## config.mk

```make
export PLATFORM = sky130hd
export DESIGN_NAME = cpu_bus_router
export DESIGN_NICKNAME = d
export VERILOG_FILES = /design/src/rtl/cpu_bus_router.sv
export SDC_FILE = /design/constraint.sdc
export NUM_CORES = 1
export LEC_CHECK = 0
export CAP_MARGIN = 10
export CORE_MARGIN = 10
export CORE_UTILIZATION = 46
export DETAILED_ROUTE_END_ITERATION = 10
export PLACE_DENSITY = 0.79
export SLEW_MARGIN = 20
export SYNTH_ARGS = -nofsm -noshare
export SYNTH_HDL_FRONTEND = slang
export SYNTH_SLANG_ARGS = --single-unit
```

## constraint.sdc

```tcl
create_clock -name clk -period 2.5 [get_ports clk]
set_clock_uncertainty 0.15 [all_clocks]
set_input_delay 0.25 -clock clk [delete_from_list [all_inputs] [get_ports clk]]
set_output_delay 0.25 -clock clk [all_outputs]
set_load 0.01 [all_outputs]
```

## src/rtl/cpu_bus_router.sv

```systemverilog
`default_nettype none
// ============================================================================
// Module   : cpu_bus_router
// Purpose  : Routes single CPU bus accesses to either a memory port (with
//            RAM mirror folding and an expansion-window offset) or a
//            register port (with PPU register mirror folding). Memory
//            accesses wait for mem_ack under a bounded timeout; register
//            accesses complete with a fixed 3-cycle latency.
// Ports    : clk, rst_n           - clock, synchronous active-low reset
//            cpu_req/we/addr/wdata - CPU request side (sampled in IDLE only)
//            cpu_ack/rdata/err     - CPU completion (one-cycle pulse)
//            mem_*                 - memory request/handshake port
//            reg_*                 - register strobe port
// Revision : 1.0 - initial release
// ============================================================================
module cpu_bus_router #(
    parameter logic [15:0] RAM_SIZE   = 16'h0800,
    parameter logic [15:0] PPU_BASE   = 16'h2000,
    parameter logic [15:0] PPU_REGS   = 16'd8,
    parameter logic [15:0] IO_BASE    = 16'h4000,
    parameter logic [15:0] IO_END     = 16'h4020,
    parameter logic [15:0] EXP_OFFSET = 16'h0800,
    parameter logic [7:0]  TIMEOUT    = 8'd255
) (
    input  logic        clk,
    input  logic        rst_n,
    input  logic        cpu_req,
    input  logic        cpu_we,
    input  logic [15:0] cpu_addr,
    input  logic [7:0]  cpu_wdata,
    output logic        cpu_ack,
    output logic [7:0]  cpu_rdata,
    output logic        cpu_err,
    output logic        mem_req,
    output logic        mem_we,
    output logic [15:0] mem_addr,
    output logic [7:0]  mem_wdata,
    input  logic [7:0]  mem_rdata,
    input  logic        mem_ack,
    output logic        reg_req,
    output logic        reg_we,
    output logic [15:0] reg_addr,
    output logic [7:0]  reg_wdata,
    input  logic [7:0]  reg_rdata
);

    typedef enum logic [1:0] {
        S_IDLE = 2'd0,
        S_MEM  = 2'd1,
        S_REG  = 2'd2,
        S_RESP = 2'd3
    } state_t;

    state_t      r_state;
    state_t      w_state_next;

    logic        r_reg_phase;   // 0: strobe cycle, 1: capture cycle
    logic [7:0]  r_tcnt;
    logic        r_err;
    logic [7:0]  r_rdata;
    logic        r_mem_we;
    logic [15:0] r_mem_addr;
    logic [7:0]  r_mem_wdata;
    logic        r_reg_we;
    logic [15:0] r_reg_addr;
    logic [7:0]  r_reg_wdata;

    logic        w_is_mem;
    logic [15:0] w_tgt_addr;
    logic        w_timeout;

    // Address decode of the live CPU address; only consumed in IDLE when the
    // request is latched, so the translated address is captured once.
    always_comb begin
        w_is_mem   = 1'b1;
        w_tgt_addr = cpu_addr & (RAM_SIZE - 16'd1);
        if (cpu_addr < PPU_BASE) begin
            w_is_mem   = 1'b1;
            w_tgt_addr = cpu_addr & (RAM_SIZE - 16'd1);
        end else if (cpu_addr < IO_BASE) begin
            w_is_mem   = 1'b0;
            w_tgt_addr = PPU_BASE + (cpu_addr & (PPU_REGS - 16'd1));
        end else if (cpu_addr < IO_END) begin
            w_is_mem   = 1'b0;
            w_tgt_addr = cpu_addr;
        end else begin
            w_is_mem   = 1'b1;
            w_tgt_addr = cpu_addr - IO_END + EXP_OFFSET;
        end
    end

    // The counter starts at 0 in the first MEM cycle and is bumped by every
    // un-acked cycle; when that bump would make it reach TIMEOUT, mem_req has
    // been held for exactly TIMEOUT cycles and the access is abandoned.
    // An ack in the same cycle wins.
    assign w_timeout = (r_tcnt == (TIMEOUT - 8'd1)) && !mem_ack;

    always_ff @(posedge clk) begin
        if (!rst_n) begin
            r_state <= S_IDLE;
        end else begin
            r_state <= w_state_next;
        end
    end

    always_comb begin
        w_state_next = r_state;
        mem_req      = 1'b0;
        reg_req      = 1'b0;
        cpu_ack      = 1'b0;
        cpu_err      = 1'b0;
        case (r_state)
            S_IDLE: begin
                if (cpu_req) begin
                    w_state_next = w_is_mem ? S_MEM : S_REG;
                end
            end
            S_MEM: begin
                mem_req = 1'b1;
                if (mem_ack || w_timeout) begin
                    w_state_next = S_RESP;
                end
            end
            S_REG: begin
                reg_req = !r_reg_phase;
                if (r_reg_phase) begin
                    w_state_next = S_RESP;
                end
            end
            S_RESP: begin
                cpu_ack      = 1'b1;
                cpu_err      = r_err;
                w_state_next = S_IDLE;
            end
            default: begin
                w_state_next = S_IDLE;
            end
        endcase
    end

    always_ff @(posedge clk) begin
        if (!rst_n) begin
            r_reg_phase <= 1'b0;
            r_tcnt      <= 8'd0;
            r_err       <= 1'b0;
            r_rdata     <= 8'h00;
            r_mem_we    <= 1'b0;
            r_mem_addr  <= 16'h0000;
            r_mem_wdata <= 8'h00;
            r_reg_we    <= 1'b0;
            r_reg_addr  <= 16'h0000;
            r_reg_wdata <= 8'h00;
        end else begin
            case (r_state)
                S_IDLE: begin
                    if (cpu_req) begin
                        r_err       <= 1'b0;
                        r_tcnt      <= 8'd0;
                        r_reg_phase <= 1'b0;
                        if (w_is_mem) begin
                            r_mem_addr  <= w_tgt_addr;
                            r_mem_we    <= cpu_we;
                            r_mem_wdata <= cpu_wdata;
                        end else begin
                            r_reg_addr  <= w_tgt_addr;
                            r_reg_we    <= cpu_we;
                            r_reg_wdata <= cpu_wdata;
                        end
                    end
                end
                S_MEM: begin
                    if (mem_ack) begin
                        r_rdata <= r_mem_we ? 8'h00 : mem_rdata;
                    end else begin
                        r_tcnt <= r_tcnt + 8'd1;
                        if (w_timeout) begin
                            r_rdata <= 8'hFF;
                            r_err   <= 1'b1;
                        end
                    end
                end
                S_REG: begin
                    if (!r_reg_phase) begin
                        r_reg_phase <= 1'b1;
                    end else begin
                        r_rdata <= r_reg_we ? 8'h00 : reg_rdata;
                    end
                end
                default: begin
                end
            endcase
        end
    end

    assign cpu_rdata = r_rdata;
    assign mem_we    = r_mem_we;
    assign mem_addr  = r_mem_addr;
    assign mem_wdata = r_mem_wdata;
    assign reg_we    = r_reg_we;
    assign reg_addr  = r_reg_addr;
    assign reg_wdata = r_reg_wdata;

endmodule
`default_nettype wire

```

Word-level counts from Yosys, hierarchy flattened
Cells that the tools add are included.
{ "op_classes": {"addsub": 4, "magnitude_cmp": 3, "eq_ne": 10, "mux": 29, "bitwise_logic": 1, "reduce_logical": 15} }
{ "ops": {"columns": ["op", "count"], "rows": [
  ["$mux 8", 7],
  ["$mux 16", 3],
  ["$lt 16x15->1 const B", 2],
  ["$pmux 8 s2", 2],
  ["$add 16x12->16 const B", 1],
  ["$lt 16x14->1 const B", 1],
  ["$sub 16x15->16 const B", 1],
  ["$add 14x3->15 const A", 1],
  ["$reduce_and 3->1", 5],
  ["$mux 1", 10],
  ["$ne 2x2->1 const B", 5],
  ["$add 8x1->8 const B", 1],
  ["$eq 8x8->1 const B", 1],
  ["$mux 2", 4],
  ["$pmux 2 s4", 1],
  ["$reduce_bool 2->1", 3],
  ["$eq 2x2->1 const B", 2],
  ["$pmux 1 s2", 2],
  ["$reduce_and 4->1", 1],
  ["$ne 3x3->1 const B", 1],
  ["$eq 2x1->1 const B", 1],
  ["$logic_not 1->1", 2],
  ["$logic_not 2->1", 1],
  ["$reduce_and 2->1", 1],
  ["3 further kinds", 3]
]} }
{ "word_totals": {"regBits": 70, "inputBits": 45, "out_inout_bits": 62, "elab_cells": 73} }

Longest topological paths before layout
Gate-level depths: netlist of the first run.
{ "depth": {"word_depth": 7, "ltp_mapped": 7, "ltp_nobuf": 6} }

Worst setup path after synthesis of the first run
Ideal clock, no wire load.
{ "synth_timing": {"path_kind": "register -> register", "startpoint": "register r_state[1]", "endpoint": "register r_err", "setup_time_ns": 0.072, "arrival_time_ns": 1.833, "t_required_ns": 2.278, "path_slack_ns": 0.445, "path_stages_with_launch": 7, "n_path_buf": 0, "period_less_slack_ns": 2.055, "path_cell_list": "dfxtp_1 -> inv_1 -> ha_1 -> nor2b_1 -> o21ai_1 -> or4_1 -> a21oi_1"} }
{ "synth_via": {"elab_chain_cells": 3, "word_cells_on_any_way": 8, "classes_between": "eq/ne: 4; mux: 1; reduce/logical: 3"} }
{ "synth_lines": {"columns": ["element", "line_no", "text"], "rows": [
  ["start: declaration", "54", "state_t r_state;"],
  ["start signal: assignment", "102", "r_state <= w_state_next;"],
  ["$eq 2x1->1 / $logic_not 2->1 (equally long branches)", "154", "case (r_state)"],
  ["$ne 2x2->1 (no source line) / $reduce_bool 2->1 (equally long branches)", null, null],
  ["$reduce_and 4->1 (no source line)", null, null],
  ["end signal: assignment", "145", "r_err <= 1'b0;"],
  ["end signal: assignment", "157", "r_err <= 1'b0;"],
  ["end signal: assignment", "178", "r_err <= 1'b1;"],
  ["end: declaration", "59", "logic r_err;"]
]} }
Parallel ways exist; a longest one is shown, timed or not.
A chain may end at the register's enable or synchronous reset.

Worst setup path in the final report of the first run
{ "layout_timing": {"startpoint": "register r_state[0]", "endpoint": "output reg_req"} }
{ "layout_via": {"elab_chain_cells": 2} }
{ "layout_lines": {"columns": ["element", "line_no", "text"], "rows": [
  ["$eq 2x2->1", "112", "case (r_state)"],
  ["$mux 1", "112", null],
  ["end: declaration", "40", "output logic reg_req,"]
]} }
No other way between the ends.

==> results of run 1 <==
-- through the flow --
step	setup WS, ps	power (W)	hold WS [ps]	std cells	area [sq um]
finish	140	0.00377	291	614	4770
global route	15.9	0.00399	324	614	4770
CTS	127	0.00379	294	614	4770
detailed placement	84.0	0.00295	284	598	4580
global placement	136	0.00291	279	598	4580
floorplan	445	0.00229	248	396	3340
-- power by group through the flow --
stage               sequential (W)  combinational, W  clock, W
detailed placement         0.00139           0.00156         0
floorplan                  0.00144          0.000851         0
global route               0.00138           0.00170  0.000916
global placement           0.00138           0.00153         0
finish                     0.00136           0.00156  0.000837
CTS                        0.00136           0.00157  0.000857
-- worst max-delay path, cell delays in order, from the launching register on --
cell and delay [ps]:
dfxtp_1 340, inv_1 100, ha_1 400, nand2b_1 150
inv_1 80, clkdlybuf4s50_1 540
-- layer usage --
metal  vias up  GRT usage
met5         -          0
li1       1688          -
met2       134      0.305
met3        13     0.0405
met1      1596      0.223
met4         0     0.0686
-- flip-flops by register name, summed over array words and instances (netlist names) --
signal and flops:
mem_wdata 8, mem_addr 16, reg_addr 16, reg_wdata 8, r_tcnt 8, r_reg_phase 1
r_state 2, mem_we 1, r_err 1, reg_we 1, cpu_rdata 8
-- cell usage after synthesis (all sizes together) (2+ instances only) --
| cell | n | area, sq um |
|---|---|---|
| o31ai | 11 | 82.6 |
| nand3 | 32 | 160 |
| dfxtp | 70 | 1400 |
| or3b | 3 | 26.3 |
| inv | 10 | 37.5 |
| o21a | 2 | 15.0 |
| buf | 7 | 46.3 |
| and3 | 9 | 56.3 |
| or3 | 5 | 31.3 |
| ha | 7 | 87.6 |
| nand4 | 4 | 25.0 |
| or4 | 6 | 48.8 |
| a41o | 2 | 20.0 |
| mux2i | 8 | 80.1 |
| a21oi | 53 | 269 |
| nor2b | 4 | 25.0 |
| o211ai | 4 | 43.8 |
| a31oi | 3 | 18.8 |
| o21ai | 44 | 224 |
| xor2 | 5 | 43.8 |
| and2 | 10 | 62.6 |
| clkbuf | 18 | 68.8 |
| a311oi | 4 | 41.3 |
| a211oi | 3 | 22.5 |
| nor4 | 2 | 18.8 |
| o31a | 2 | 17.5 |
| nand2b | 10 | 62.6 |
| nor2 | 8 | 30.0 |
| nand2 | 24 | 92.6 |
| nor3 | 12 | 65.1 |
-- area by class of cell --
class	count	area [sq um]
Inverter	10	37.5
Sequential cell	70	1400
Clock inverter	6	45.0
Timing Repair Buffer	128	1230
Fill cell	622	2370
Clock buffer	10	138
Tap cell	99	124
Multi-Input combinational cell	291	1800
-- final timing paths --
| kind | end | cells past startpoint | start |
|---|---|---|---|
| setup reg to reg | r_tcnt[7] | 6 | r_state[0] |
| hold reg to reg | r_err | 2 | r_err |
| hold / removal | r_err | 2 | r_err |
| setup / recovery | reg_req | 5 | r_state[0] |
-- cell families after synthesis --
logic type / after synthesis / synth area share
xor+xnor: 5 / 0.0131
compound gates: 137 / 0.249
simple gates: 134 / 0.223
fa+ha+maj: 7 / 0.0262
mux: 8 / 0.0240
flops: 70 / 0.420
buf+inv: 35 / 0.0457
==> reports/summary.txt, run 1 <==
Aggregate global-route resource usage = 0.182
Clock buffer count from CTS = 9
Sink Count = 70
Final setup fails = 0
Seq cells post-synth = 70
Post-synth top flop = dfxtp_1
Initial antenna violation count = 0
CTS Hold Bufs = 0
Synth Area per Inst = 8.43 sq um
Netlist Area Pre-Place = 0.00334 sq mm
Switching Share = 0.364
Max_slew headroom = 0.605
CP Data Required Time = 2100 ps
Initial Util = 0.468
Ys Warns = 0
Finished Core Util = 0.668
Drt initial violations = 187
Vias in the first global route = 3385
Drt total wl = 10400 um
Clock Latency Late Sink = 340 ps
Routability congestion estimate = 0.967
Vias = 3431
Die ar. = 0.0111 sq mm
Commonest non-fill, non-tap cell in the layout = clkdlybuf4s50_1
Status = finished, final reports clean
Max-slew violation count = 0
Highest routing layer actually used = met4
Area growth, synth to finish = 42.8%
Clock power share = 0.222
Gate Count Post-Synth = 396
Leak pwr = 1.75 nW
Hold Path Class = flip-flop to flip-flop
Ports = 107
Int Pwr = 0.00239 W
Post-synth cell types = 57
GRT overflow = 0
Reg-to-reg setup timing slack = 360 ps
Clk buf depth = 2
Setup bufs post-CTS = 0
Final Net Count = 562
CTS tree = built
Power Dens Cells = 790 mW/mm^2
Vias per cell = 5.59
CTS clk-pin slew, worst paths = 80 ps
Setup TNS = 0 ps
CP Launch Type = flip-flop
Peak supply drop = 0.371 mV
Post-route clock period utilization = 0.944
DR WL met3 = 578 um
Most frequent cells in the layout = clkdlybuf4s50_1 (106), dfxtp_1 (70), a21oi_1 (52)
RSZ-0062 raised after global routing = no
PortBufs = 106
Core area = 0.00714 sq mm
Die height = 105 um
Largest net degree at the start of global routing = 30
Antenna Cells = 0
WL met2 = 5180 um
Critical path class = flip-flop to output pin
Endpoint class of the critical path = output pin
Mapped Nets = 448
First-pass GRT wire length = 16900 um
Die Wd = 105 um
Proportion of layout cells with a drive suffix above 1 = 0.103
Critical path fanouts, max = 12
Residual DRC = 0
Worst endpoint data arrival time = 1960 ps
Final ANT Viol Nets = 0
Seq/Total Area, Yosys = 0.420
Post-synth EDFFs = 0
CTS resizes = 0
Worst slew pin tran = 588 ps
Logic pwr share = 0.416
Clk Tree Root Cell = clkbuf_8
Fraction of registers with async set or reset after synthesis = 0
Routed wire per std cell = 17.0 um
Dpl hpwl = 7860 um
Cell Rows = 31
Hold Fails Final Rpt = 0
DR pass1 iterations = 5
CTS HTree Levels = 3
Wire length on met1 = 4510 um
NetSw = 0.00137 W
Reg power frac = 0.362
Max cap viols = 0
Min Tclk post-route = 2360 ps
Peak Freq = 0.424 GHz
No activity file was read; power rests on OpenSTA's default activity.
==> run 2, diff against run 1 <==
GPL_ROUTABILITY_DRIVEN = 1   (was default)
==> results of run 2 <==
Same layout as run 1: the final DEF is identical, and so are final timing and power.
